File: config.mk
export PLATFORM = sky130hd
export DESIGN_NAME = readout_scheduler
export DESIGN_NICKNAME = d
export VERILOG_FILES = /design/src/rtl/readout_sched_pkg.sv /design/src/rtl/readout_scheduler_lsb_pick.sv /design/src/rtl/readout_scheduler.sv
export SDC_FILE = /design/constraint.sdc
export NUM_CORES = 1
export LEC_CHECK = 0
export CAP_MARGIN = 20
export CORE_ASPECT_RATIO = 0.9
export CORE_MARGIN = 5
export CORE_UTILIZATION = 55
export CTS_CLUSTER_SIZE = 20
export DETAILED_ROUTE_END_ITERATION = 8
export GPL_TIMING_DRIVEN = 0
export PLACE_DENSITY_LB_ADDON = 0.3
export SLEW_MARGIN = 20
export SYNTH_ARGS = -nofsm -noshare
export SYNTH_HDL_FRONTEND = slang
export SYNTH_SLANG_ARGS = --single-unit
File: constraint.sdc
create_clock -name clk -period 5.3 [get_ports clk]
set_input_delay 1.06 -clock clk [delete_from_list [all_inputs] [get_ports clk]]
set_output_delay 1.06 -clock clk [all_outputs]
set_load 0.005 [all_outputs]
File: src/rtl/readout_sched_pkg.sv
// Shared types and sizing for the readout scheduler.
package readout_sched_pkg;

    localparam int NSRC   = 12;
    localparam int NENT_W = 5;
    localparam int SEL_W  = 4;

    typedef enum logic {
        IDLE = 1'b0,
        READ = 1'b1
    } state_t;

    function automatic logic [SEL_W-1:0] idx_sel(input int i);
        return i[SEL_W-1:0];
    endfunction

endpackage

File: src/rtl/readout_scheduler_lsb_pick.sv
// Lowest-set-bit picker over the pending mask; purely combinational.
module sched_lsb_pick
    import readout_sched_pkg::*;
(
    input  logic [NSRC-1:0]  mask,
    output logic [SEL_W-1:0] sel,
    output logic             any_set
);

    // Scan from the top down so the lowest set index is the last one written.
    always_comb begin
        sel     = '0;
        any_set = 1'b0;
        for (int i = NSRC - 1; i >= 0; i--) begin
            if (mask[i]) begin
                sel     = idx_sel(i);
                any_set = 1'b1;
            end
        end
    end

endmodule

File: src/rtl/readout_scheduler.sv
// Per-event readout sequencer: reads every non-empty block, lowest index first.
// Optional READOUT_TRUNC_EN caps the number of reads per event at TRUNC.
module readout_scheduler
    import readout_sched_pkg::*;
#(
    parameter int RD_LAT = 2
`ifdef READOUT_TRUNC_EN
   ,parameter int TRUNC  = 64
`endif
) (
    input  logic                   clk,
    input  logic                   rst_n,
    input  logic                   start,
    input  logic [NSRC*NENT_W-1:0] nent,
    input  logic                   out_ready,
    output logic                   rd_en,
    output logic [SEL_W-1:0]       rd_sel,
    output logic [NENT_W-1:0]      rd_addr,
    output logic                   out_valid,
    output logic [SEL_W-1:0]       out_sel,
    output logic                   busy,
    output logic                   done,
    output logic                   start_err,
    output logic                   truncated
);

    state_t                  state;
    logic [NSRC*NENT_W-1:0]  nent_q;
    logic [NSRC-1:0]         pending;
    logic [NSRC-1:0]         new_mask;
    logic [NSRC-1:0]         rest_mask;
    logic [NSRC-1:0]         pick_mask;
    logic [SEL_W-1:0]        pick_sel;
    logic                    pick_any;
    logic [NENT_W-1:0]       cur_nent;
    logic                    last_entry;
    logic                    trunc_hit;
    logic                    finish_now;
    logic                    done_q;
    logic [RD_LAT-1:0]       vpipe;
    logic [SEL_W-1:0]        spipe [RD_LAT];

    always_comb begin
        new_mask = '0;
        for (int i = 0; i < NSRC; i++) begin
            new_mask[i] = |nent[i*NENT_W +: NENT_W];
        end
    end

    assign rd_en      = (state == READ) && out_ready;
    assign busy       = (state == READ);
    assign cur_nent   = nent_q[int'(rd_sel)*NENT_W +: NENT_W];
    assign last_entry = (rd_addr == cur_nent - 1'b1);
    assign rest_mask  = pending & ~(NSRC'(1) << rd_sel);
    // One picker serves both the first pick on start and the next-block pick.
    assign pick_mask  = start ? new_mask : rest_mask;

    sched_lsb_pick u_pick (
        .mask    (pick_mask),
        .sel     (pick_sel),
        .any_set (pick_any)
    );

`ifdef READOUT_TRUNC_EN
    localparam int CNT_W = $clog2(TRUNC + 1);
    logic [CNT_W-1:0] rd_cnt;
    assign trunc_hit = rd_en && (rd_cnt == CNT_W'(TRUNC - 1));
    assign truncated = trunc_hit && !start;
`else
    assign trunc_hit = 1'b0;
    assign truncated = 1'b0;
`endif

    // A new start overrides the natural end of an event, so it owns the done pulse.
    assign finish_now = rd_en && !start && (trunc_hit || (last_entry && !pick_any));
    assign done       = done_q || finish_now;

    always_ff @(posedge clk or negedge rst_n) begin
        if (!rst_n) begin
            state     <= IDLE;
            nent_q    <= '0;
            pending   <= '0;
            rd_sel    <= '0;
            rd_addr   <= '0;
            done_q    <= 1'b0;
            start_err <= 1'b0;
`ifdef READOUT_TRUNC_EN
            rd_cnt    <= '0;
`endif
        end else begin
            done_q    <= 1'b0;
            start_err <= 1'b0;
            if (start) begin
                nent_q    <= nent;
                pending   <= new_mask;
                rd_sel    <= pick_sel;
                rd_addr   <= '0;
                start_err <= (state == READ);
                done_q    <= (state == READ) || !pick_any;
                state     <= pick_any ? READ : IDLE;
`ifdef READOUT_TRUNC_EN
                rd_cnt    <= '0;
`endif
            end else if (rd_en) begin
`ifdef READOUT_TRUNC_EN
                rd_cnt <= rd_cnt + 1'b1;
`endif
                if (trunc_hit) begin
                    pending <= '0;
                    rd_addr <= '0;
                    state   <= IDLE;
                end else if (last_entry) begin
                    pending <= rest_mask;
                    rd_addr <= '0;
                    if (pick_any) begin
                        rd_sel <= pick_sel;
                    end else begin
                        state <= IDLE;
                    end
                end else begin
                    rd_addr <= rd_addr + 1'b1;
                end
            end
        end
    end

    // Delay pipe keeps shifting during stalls so it stays aligned with memory data.
    always_ff @(posedge clk or negedge rst_n) begin
        if (!rst_n) begin
            vpipe <= '0;
            for (int i = 0; i < RD_LAT; i++) begin
                spipe[i] <= '0;
            end
        end else begin
            vpipe[0] <= rd_en;
            spipe[0] <= rd_sel;
            for (int i = 1; i < RD_LAT; i++) begin
                vpipe[i] <= vpipe[i-1];
                spipe[i] <= spipe[i-1];
            end
        end
    end

    assign out_valid = vpipe[RD_LAT-1];
    assign out_sel   = spipe[RD_LAT-1];

endmodule

======== Word-level counts from Yosys, hierarchy flattened ========
Cells that the tools add are included.
word-level totals
  logic and storage cells ................. 87
  register bits ........................... 94
  output and inout port bits .............. 19
cells by class
  reduce and logical (&&, ||, !) cells .... 26
  $add $sub $neg .......................... 2
  shift operators ......................... 2
  equal/unequal tests ..................... 2
  bitwise logic cells ..................... 2
  multiply operators ...................... 1
  multiplexer cells ....................... 42
operators with widths
  cell                                              number
  2-to-1 mux 4 bit                                  16
  OR reduction 5 bit                                12
  variable part select 60 x 8 -> 5 bit              1
  2-to-1 mux 12 bit                                 4
  2-to-1 mux 1 bit                                  19
  2-to-1 mux 5 bit                                  3
  bitwise AND 12 bit                                1
  NOT 12 bit                                        1
  << shifter 1 x 4 -> 12 bit, first input constant  1
  multiplier 4 x 3 -> 7 bit, second input constant  1
  AND reduction 3 bit                               2
  nonzero test 2 bit                                3
  adder 5 x 1 -> 5 bit, second input constant       1
  == test 5 bit                                     1
  subtractor 5 x 1 -> 5 bit, second input constant  1
  logical AND 1 bit                                 4
  zero test 1 bit                                   2
  logical OR 1 bit                                  2
  != test 2 bit, second input constant              1
  AND reduction 2 bit                               1

======== Depth between registers and ports, before layout ========
Gate-level depths: netlist (run 1).
  depth in word-level cells ............... 20
  mapped depth ............................ 13
  mapped depth without buffers ............ 10

======== Modules after synthesis ========
A second synthesis (run 1) with hierarchy kept.
second synthesis, totals
  cells, all modules ...................... 375
  area total of the unflattened synthesis .. 4725.8 um2
modules (own cells, without submodules)
  module             instances  cells each  seq. area each (um2)  area each (um2)
  readout_scheduler  1          353         2352.3                4596.9
  sched_lsb_pick     1          22          0.0                   128.9

======== Least setup slack after synthesis (run 1) ========
Ideal clock, no wire load.
  path kind ............................... flip-flop to output port
  start ................................... register rd_sel[0]
  end ..................................... output port done
  buffers on the path ..................... 1
  slack ................................... 1.512 ns
  arrival ................................. 2.728 ns
  stages on the path, launching flop included .. 11
  cell sequence ........................... dfrtp_1 > buf_6 > mux4_2 > and2_0 > a31oi_1 > ha_1 > xor2_1 > o21ai_0 > a211o_1 > or3_1 > o41ai_2
on the way
  cells in the longest elaborated chain, start to end .. 20
RTL lines
  element                                                             RTL line                  RTL
  start: declaration                                                  readout_scheduler.sv:17   output logic [SEL_W-1:0] rd_sel,
  start signal: assignment                                            readout_scheduler.sv:96   rd_sel <= pick_sel;
  start signal: assignment                                            readout_scheduler.sv:116  rd_sel <= pick_sel;
  branches (longest 17 deep; another with multiplier 4 x 3 -> 7 bit)  -
  logical AND 1 bit (*) (2 in series)                                 readout_scheduler.sv:75   assign finish_now = rd_en && !start && (trunc_hit || (last_entry && !pick_any));
  logical OR 1 bit (*)                                                readout_scheduler.sv:76   assign done = done_q || finish_now;
  end: declaration                                                    readout_scheduler.sv:22   output logic done,
Mark *: on every way between the ends.

======== Final worst setup path (run 1) ========
Ends and elaborated chain as after synthesis.

==> impl_metrics.yaml, run 1 <==
run_status:
  outcome: "complete, no violations"
floorplan:
  die-area_mm2: 0.01080
  coreArea_mm2: 0.008608
  ios: 83
  die_width_um: 109.0
  die_h_um: 99.09
  rows: 32
  start_util_pct: 56.34
drt:
  drtIter0Drc: 317
  ant_nets: 0
  vias_per_cell: 5.969
  drt-met1-wl_um: 5302
  firstDrtPassIters: 4
  wirelength_um: 11940
  post_drt_wl_per_cell_um: 19.57
  drcViolationCount: 0
  dr_wl_met3_um: 744
  wl_met2_um: 5635
  num_vias: 3641
  top_layer_used: "met4"
pwr:
  power_leakage_nw: 2.476
  irDropWorstVdd_uv: 175.3
  power.switching_w: 0.0005481
  comb_power_share_pct: 26.9
  p_per_area_mw_per_mm2: 309.8
  power_frac_seq_pct: 44.5
  switching_share_pct: 29.10
  clkPwrFrac_pct: 28.7
  power_w: 0.001884
  p_int_w: 0.001335
flow_run:
  maxCapViolCount: 0
worst_setup_path:
  reg2reg_from: "rd_sel[0]"
  crit_family: "simple AND/OR/NAND/NOR gates"
  end_kind: "output port"
  reg2reg_setup_slack_ns: 1.80
  crit_path_top_delay_cell: "clkdlybuf4s50_1"
  worstPathBufferInverterCount: 2
  cp_data_required_time_ns: 4.24
  worstPathMaxFanout: 7
  critPathKind: "flip-flop to output port"
  crit_chain: "buf_6 > mux4_2 > and2_0 > a31oi_2 > ha_1 > xnor2_1 > and3_1 > a31oi_1 > or3_1 > o41ai_2 > clkdlybuf4s50_1"
  setup.worst_path.start: "rd_sel[0]"
  crit_arrival_ns: 4.07
  slowest_delay_ns: 0.55
  startpoint_type: "flip-flop"
logic_synthesis:
  ys_top_cells_by_area: "dfrtp_1, mux2_2, mux2i_1, o21ai_0, mux2_4"
  synth_enable_flop_cells: 0
  ys.flop_type: "dfrtp_1"
  ys_types: 67
  synth.top_cell.area_share_pct: 48.50
  yosys_register_bits: 94
  ys_seq_area_share_pct: 48.50
  async_flop_share_pct: 100.0
  syn_area_mm2: 0.004850
  syn-instance-count: 394
  ys_warn_count: 0
  synth_nets: 460
  avgSynthCellArea_um2: 12.31
  synth_area_leader_cell: "dfrtp_1"
finish:
  drive_gt1_share_pct: 24.64
  nets: 552
  diodes: 0
  synthToLayoutAreaGrowth_pct: 25.36
clock_tree:
  clock_latency_ns: 0.36
  root_buffer: "clkbuf_8"
  htree_levels: 3
  clkTransAtPathRegs_ns: 0.09
  numCtsBuffers: 9
  cts_setup_buffers: 0
  numClockSinks: 94
  clockBufferDepth: 2
  holdBufCountCts: 0
  cts_tree: "built"
sta:
  clock-skew-final_ns: 0.008344
  slew_viol_final: 0
  rsz0062_at_grt: "no"
  max_clock_freq_mhz: 194.9
  hold_viol_final: 0
  period_share_pct: 96.82
  min_period_ns: 5.131
  finalSetupViolCount: 0
  setup_ws_ns: 0.1686
  worst_slew_pin_slew_ns: 0.7052
  slew_headroom_pct: 52.49
global_route:
  grt_max_degree: 78
  grt_pass1_wl_um: 19330
  overflow: 0
  grt_use_total_pct: 22.99
  antenna_found_initial: 0
  grt_pass1_vias: 3813
min_path:
  min_path_type: "flip-flop to flip-flop"
  hold_start: "vpipe[0]"
placed_design:
  io_buffers: 81
  place_congestion: 0.9184
  dpl_worst_slack_ns: 0.1128
  dpl.hpwl_um: 9087
## through the flow
stage               utilization [%]  hold slack [ns]  setup TNS (ns)  cells  area (um^2)
floorplan                         -           0.3312               0    394         4850
global placement              67.49           0.3329          -13.09    594         5809
detailed placement            67.82           0.3347               0    595         5838
CTS                           70.48           0.3541               0    611         6067
global route                  70.63           0.3574               0    610         6080
finish                        70.63           0.3576               0    610         6080
## kinds of logic (layout without fill, tap and decap cells)
family,after synthesis,count (layout),share of synthesized area (%)
multiplexers,103,103,24.97
flip-flops,94,94,48.50
AO/OA/AOI/OAI,82,82,12.10
adder cells (fa/ha/maj),2,2,0.5159
XOR/XNOR,7,7,1.264
AND/OR/NAND/NOR,70,70,8.282
other,1,1,0.07733
buffers and inverters,35,132,4.283
## cells in the mapped netlist, drive strengths merged (2+ instances only)
library cell,count
o32ai,2
mux2i,25
o311ai,5
o211ai,2
o31ai,2
clkbuf,5
o21bai,2
a31oi,6
xnor2,4
a21oi,4
buf,19
ha,2
nor2b,3
and3,3
or4,11
nor2,12
a221oi,2
or3,2
o21ai,30
and2,6
or2,2
a211oi,3
a31o,2
inv,11
a22oi,7
nand2,14
nor4,5
mux2,73
xor2,3
dfrtp,94
nand3,4
nand2b,4
mux4,5
a311oi,2
## per-layer routing
| layer | track usage (%) | up-vias |
|---|---|---|
| li1 | - | 1665 |
| met1 | 31.89 | 1816 |
| met2 | 36.36 | 136 |
| met3 | 3.929 | 24 |
| met4 | 8.155 | 0 |
| met5 | 0 | - |
## flip-flops by register name, summed over array words and instances, names as in the netlist
name and cells:
start_err 1, rd_sel 4, busy 1, vpipe 2, out_sel 4, nent_q 60
rd_addr 5, pending 12, spipe 4, done_q 1
## cell usage in the layout, fill, tap and decap left out, types with 3 or more instances in the layout
cell type and n:
xor2_1 3, a22oi_1 7, or4_1 11, dfrtp_1 94, buf_6 4, mux2_4 6
nand2_1 14, o21ai_0 28, a21oi_1 4, a211oi_1 3, nor4_1 3, and2_1 3
buf_4 5, mux4_2 4, xnor2_1 4, mux2i_1 25, and3_1 3, clkdlybuf4s50_1 80
a31oi_1 4, inv_1 11, buf_1 6, nand3_1 4, clkbuf_8 10, nor2_1 12
o311ai_0 5, mux2_2 67, clkbuf_1 4, nand2b_1 3
## timing repair
action                                  in CTS  in global routing
resized for setup                            0                  4
endpoints found under the hold margin        0                  0
endpoints found under the setup margin       0                  1
## cell type report
type | instances | area (um^2)
plain buffers | 23 | 163.9
flip-flops and latches | 94 | 2352
inverters | 11 | 41.29
well taps | 119 | 148.9
clock inverters | 6 | 91.34
repair buffers | 82 | 839.6
multi-input cells | 265 | 2305
fillers | 645 | 2529
clock buffers | 10 | 137.6
## power groups by stage
stage	clock, W	combinational, W	sequential (W)
final	0.000540	0.000506	0.000838
after global routing	0.000579	0.000542	0.000847
after floorplan	0	0.000328	0.000836
after detailed placement	0	0.000498	0.000851
after CTS	0.000549	0.000501	0.000836
after global placement	0	0.000482	0.000846
## worst paths after layout
| check | end | cells past startpoint |
|---|---|---|
| min | vpipe[1] | 0 |
| max | done | 11 |
| max reg2reg | pending[5] | 12 |
| min in group asynchronous | nent_q[29] | 1 |
| min reg2reg | vpipe[1] | 0 |
| max in group asynchronous | pending[1] | 2 |
Power figures use the tool's default switching activity.
==> run 2: changes to the inputs <==
--- a/config.mk
+++ b/config.mk
@@ -12,7 +12,8 @@
 export CTS_CLUSTER_SIZE = 20
 export DETAILED_ROUTE_END_ITERATION = 8
 export GPL_TIMING_DRIVEN = 0
-export PLACE_DENSITY_LB_ADDON = 0.3
+export PLACE_DENSITY_LB_ADDON = 0.08
+export RECOVER_POWER = 100
 export SLEW_MARGIN = 20
 export SYNTH_ARGS = -nofsm -noshare
 export SYNTH_HDL_FRONTEND = slang
==> run 2 against run 1 <==
The run now ends with max-capacitance violations, max-slew violations left. Combinational power shrank 5.3%. Die area unchanged. Highest routed layer unchanged. Largest cell class unchanged. Via count shrank 0.55%.
==> impl_metrics.yaml, run 2 (same netlist as run 1, synthesis figures left out) <==
pwr:
  p_per_area_mw_per_mm2: 296.5
  power_frac_seq_pct: 47.4
  power.switching_w: 0.0005409
  comb_power_share_pct: 27.1
  switching_share_pct: 30.64
  power_leakage_nw: 2.435
  clkPwrFrac_pct: 25.4
  irDropWorstVdd_uv: 175.5
  p_int_w: 0.001224
drt:
  firstDrtPassIters: 4
  ant_nets: 0
  vias_per_cell: 5.956
  wirelength_um: 11870
  post_drt_wl_per_cell_um: 19.52
  top_layer_used: "met4"
  drt-met1-wl_um: 5402
  num_vias: 3621
  drtIter0Drc: 165
  dr_wl_met3_um: 751
  wl_met2_um: 5450
  drcViolationCount: 0
clock_tree:
  clockBufferDepth: 2
  htree_levels: 3
  clkTransAtPathRegs_ns: 0.09
  root_buffer: "clkbuf_8"
  numClockSinks: 94
  cts_tree: "built"
  numCtsBuffers: 9
  clock_latency_ns: 0.37
sta:
  holdWs_ns: 0.3530
  rsz0062_at_grt: "no"
  finalSetupViolCount: 0
  clock-skew-final_ns: 0.01144
  period_share_pct: 96.77
  min_period_ns: 5.129
  hold_viol_final: 0
  slew_headroom_pct: -31.63
  slew_viol_final: 39
  max_clock_freq_mhz: 195.0
  worst_slew_pin_slew_ns: 1.974
  setup_ws_ns: 0.1713
finish:
  multiInputGateArea_mm2: 0.002271
  top_regs: "nent_q (60), pending (12), rd_addr (5)"
  synthToLayoutAreaGrowth_pct: 22.78
  final_cell_count_no_fill: 608
  nets: 551
  regMostFlops: "nent_q"
  most-common-layout-cells: "dfrtp_1, mux2_2, clkdlybuf4s50_1, mux2i_1, o21ai_0"
  final_common_cell: "dfrtp_1"
  drive_gt1_share_pct: 22.90
  n_fill_cell: 691
  largest_register_ffs: 60
  layout.area.seq_mm2: 0.002352
  diodes: 0
worst_setup_path:
  startpoint_type: "primary input"
  reg2reg_from: "rd_sel[0]"
  crit_arrival_ns: 4.07
  critPathKind: "primary input to output port"
  setup.worst_path.start: "nent[0]"
  end_kind: "output port"
  cp_data_required_time_ns: 4.24
  reg2reg_setup_slack_ns: 1.34
  worstPathMaxFanout: 4
flow_run:
  maxCapViolCount: 1
placed_design:
  place_congestion: 0.9724
  dpl_worst_slack_ns: -0.07686
  dpl.hpwl_um: 9098
  io_buffers: 81
  placed_cells: 595
floorplan:
  coreArea_mm2: 0.008608
  rows: 32
  start_util_pct: 56.34
  die_h_um: 99.09
  die_width_um: 109.0
  ios: 83
  die-area_mm2: 0.01080
min_path:
  min_path_type: "flip-flop to flip-flop"
  hold_start: "spipe[5]"
global_route:
  antenna_found_initial: 0
  grt_pass1_wl_um: 19450
  grt_use_total_pct: 23.27
  grt_max_degree: 58
  grt_pass1_vias: 3748
  overflow: 0
run_status:
  outcome: "finished, violations left"
  violations: "max-capacitance violations, max-slew violations"
run 2: cell types whose count changed in the layout (fill, tap and decap cells not counted), moves of 3 or more:
cell | previous run | this run
o21ai_0 | 28 | 25
clkbuf_1 | 4 | 10
o21ai_1 | 2 | 5
buf_1 | 6 | 1
mux2_4 | 6 | 1
clkdlybuf4s50_1 | 80 | 62
dlygate4sd3_1 | 0 | 18
mux2_1 | 0 | 5
run 2: metrics by stage:
step / total power (W) / instance area (um^2) / util [%] / setup TNS, ns
after floorplan: 0.001165 / 4850 / - / 0
after global placement: 0.001330 / 5809 / 67.49 / -27.21
after detailed placement: 0.001345 / 5838 / 67.82 / -0.07686
after CTS: 0.001794 / 6025 / 69.99 / 0
after global routing: 0.001854 / 5954 / 69.17 / 0
final: 0.001765 / 5954 / 69.17 / 0
run 2: repair_timing:
item,4_1_cts,5_1_grt
pin swaps,0,0
resized for setup,2,5
endpoints found under the setup margin,1,1
cloned,0,0
buffers inserted,0,0
hold buffers,0,0
run 2: layer usage:
| layer | global-route usage (%) | vias to the layer above |
|---|---|---|
| met5 | 0 | - |
| met4 | 8.252 | 0 |
| met3 | 4.781 | 20 |
| met2 | 35.79 | 122 |
| met1 | 32.65 | 1810 |
| li1 | - | 1669 |
run 2: final timing paths:
path / cells after the start / end
max in group asynchronous: 2 / nent_q[1]
worst min register to register: 0 / out_sel[1]
worst max register to register: 13 / pending[3]
min in group asynchronous: 1 / rd_sel[2]
worst min-delay path: 0 / out_sel[1]
worst max-delay path: 8 / done
run 2: critical path, cell delays in order:
cell and delay (ns):
clkdlybuf4s50_1 0.43, or4_1 0.56, o21ai_0 0.31, o21ai_0 0.33
nor4_2 0.31, nand3_1 0.25, o41ai_2 0.26, clkdlybuf4s50_1 0.56
run 2: final cells by class:
cell class | instances | area share [%]
plain buffers | 22 | 2.564
clock buffers | 10 | 2.311
clock inverters | 5 | 0.6934
inverters | 11 | 0.6934
multi-input cells | 265 | 38.14
flip-flops and latches | 94 | 39.50
well taps | 119 | 2.501
repair buffers | 82 | 13.60
run 2: power by group through the flow:
stage / Clock [W] / Combinational [W] / Sequential (W)
global placement: 0 / 0.000483 / 0.000847
global route: 0.000487 / 0.000520 / 0.000847
floorplan: 0 / 0.000328 / 0.000836
finish: 0.000449 / 0.000479 / 0.000837
CTS: 0.000460 / 0.000498 / 0.000836
detailed placement: 0 / 0.000495 / 0.000850
==> run 3: changes to the inputs <==
--- a/config.mk
+++ b/config.mk
@@ -14,6 +14,7 @@
 export GPL_TIMING_DRIVEN = 0
 export PLACE_DENSITY_LB_ADDON = 0.08
 export RECOVER_POWER = 100
+export REMOVE_ABC_BUFFERS = 1
 export SLEW_MARGIN = 20
 export SYNTH_ARGS = -nofsm -noshare
 export SYNTH_HDL_FRONTEND = slang
==> run 3 against run 2 <==
Global-route usage fell by 1.5 points. Hold slack improved by 0.0085 ns. Worst setup slack improved by 0.022 ns. Sequential power rose by 1%. Clock skew fell by 0.0017 ns. Highest routed layer unchanged. The flow still finishes with violations (max-capacitance violations, max-slew violations). Clock power rose by 19%. Cell count fell by 3.0%. First-iteration DRC count rose by 5.5%. Count of clock-buffer cells in the layout did not move.
==> impl_metrics.yaml, run 3 (same netlist as run 1, synthesis figures left out) <==
clock_tree:
  clkTransAtPathRegs_ns: 0.09
  root_buffer: "clkbuf_8"
  numClockSinks: 94
  clock_latency_ns: 0.36
  cts_tree: "built"
  htree_levels: 3
  numCtsBuffers: 9
  holdBufCountCts: 0
  clockBufferDepth: 2
pwr:
  p_int_w: 0.001315
  irDropWorstVdd_uv: 169.1
  p_per_area_mw_per_mm2: 309.0
  power_frac_seq_pct: 46.1
  power_w: 0.001838
  switching_share_pct: 28.42
  clkPwrFrac_pct: 29.1
  power.switching_w: 0.0005223
  power_leakage_nw: 2.440
  comb_power_share_pct: 24.9
finish:
  largest_register_ffs: 60
  stdcell_area_mm2: 0.005947
  diodes: 0
  multiInputGateArea_mm2: 0.002283
  layout.area.seq_mm2: 0.002360
  top_regs: "nent_q (60), pending (12), rd_addr (5)"
  n_fill_cell: 621
  nets: 532
  drive_gt1_share_pct: 23.35
  final_cell_count_no_fill: 590
  post-route-util_pct: 69.08
  regMostFlops: "nent_q"
  most-common-layout-cells: "dfrtp_1, mux2_2, clkdlybuf4s50_1, o21ai_0, mux2i_1"
  synthToLayoutAreaGrowth_pct: 22.63
  final_common_cell: "dfrtp_1"
placed_design:
  place_area_mm2: 0.005718
  dpl.hpwl_um: 8300
  placed_cells: 573
  place_congestion: 0.8140
  io_buffers: 81
min_path:
  min_delay_worst_endpoint: "out_sel[1]"
  min_path_type: "flip-flop to flip-flop"
  hold_start: "spipe[5]"
  hold_depth: 0
worst_setup_path:
  cp_data_required_time_ns: 4.24
  reg2reg_from: "rd_sel[0]"
  crit_arrival_ns: 4.05
  startpoint_type: "primary input"
  worstPathMaxFanout: 5
  end_kind: "output port"
  r2r_cells: 11
  rr_endpoint: "pending[1]"
  reg2reg_setup_slack_ns: 0.94
  critPathKind: "primary input to output port"
global_route:
  grt_pass1_vias: 3688
  grt_max_degree: 68
  grt_use_total_pct: 21.78
  overflow: 0
  antenna_found_initial: 0
  grt_pass1_wl_um: 18530
floorplan:
  die-area_mm2: 0.01080
  die_width_um: 109.0
  coreArea_mm2: 0.008608
  ios: 83
  start_util_pct: 56.34
  die_h_um: 99.09
  rows: 32
sta:
  hold_viol_final: 0
  finalSetupViolCount: 0
  period_share_pct: 96.35
  slew_viol_final: 59
  fin_setup_tns_ns: 0
  min_period_ns: 5.106
  max_clock_freq_mhz: 195.8
  slew_headroom_pct: -54.17
  clock-skew-final_ns: 0.009731
  rsz0062_at_grt: "no"
  worst_slew_pin_slew_ns: 2.312
flow_run:
  maxCapViolCount: 2
drt:
  ant_nets: 0
  num_vias: 3482
  vias_per_cell: 5.902
  wirelength_um: 10990
  firstDrtPassIters: 4
  drtIter0Drc: 174
  drcViolationCount: 0
  post_drt_wl_per_cell_um: 18.63
run_status:
  violations: "max-capacitance violations, max-slew violations"
  outcome: "finished, violations left"
-- run 3: cell count changes in the layout (fill, tap and decap cells not counted), moves of 3 or more --
cell	change
mux2_4	+4
dlygate4sd3_1	+3
buf_4	-3
mux2_1	-4
clkbuf_1	-9
clkdlybuf4s50_1	-4
-- run 3: worst max-delay path, stage by stage --
cell and delay [ns]:
clkdlybuf4s50_1 0.43, or4_1 0.52, o21ai_0 0.33, o21ai_1 0.26
nor4_2 0.42, nand3_1 0.24, o41ai_2 0.24, clkdlybuf4s50_1 0.55
-- run 3: final cells by class --
type                            count  share of cell area, %
Sequential cell                    94                  39.68
Tap cell                          119                  2.504
Timing Repair Buffer               85                  14.87
Clock buffer                       10                  2.314
Clock inverter                      6                  1.536
Inverter                           11                 0.6943
Multi-Input combinational cell    265                  38.40
-- run 3: metal layers --
layer / global-route usage, % / wire length, um
met1: 30.16 / 4995
met2: 34.47 / 5202
met3: 4.453 / 538
met4: 6.796 / 254
met5: 0 / 0
-- run 3: how the worst max path moves through the flow --
stage / start / endpoint / cells after the start
after CTS: nent[5] / done / 8
after global routing: nent[12] / done / 8
after floorplan: rd_sel[0] / done / 9
final: nent[18] / done / 8
after global placement: start / done / 8
after detailed placement: nent[5] / done / 8
-- run 3: power groups by stage --
stage,clock (W),combinational [W],sequential (W)
2_1_floorplan,0,0.000270,0.000859
3_3_place_gp,0,0.000425,0.000879
3_5_place_dp,0,0.000451,0.000868
4_1_cts,0.000550,0.000465,0.000846
5_1_grt,0.000577,0.000498,0.000858
6_report,0.000534,0.000457,0.000846
-- run 3: timing repair --
item                                    in CTS  in global routing
endpoints found under the setup margin       1                  1
hold endpoints to repair                     0                  0
resized for setup                            2                  4
pin swaps                                    0                  0
setup buffers                                1                  0
-- run 3: stage by stage --
stage / hold slack [ns] / worst slack [ns]
floorplan: 0.3312 / 0.6943
global placement: 0.3320 / -2.625
detailed placement: 0.3355 / 0.07563
CTS: 0.3622 / 0.07563
global route: 0.3817 / 0.01537
finish: 0.3615 / 0.1936
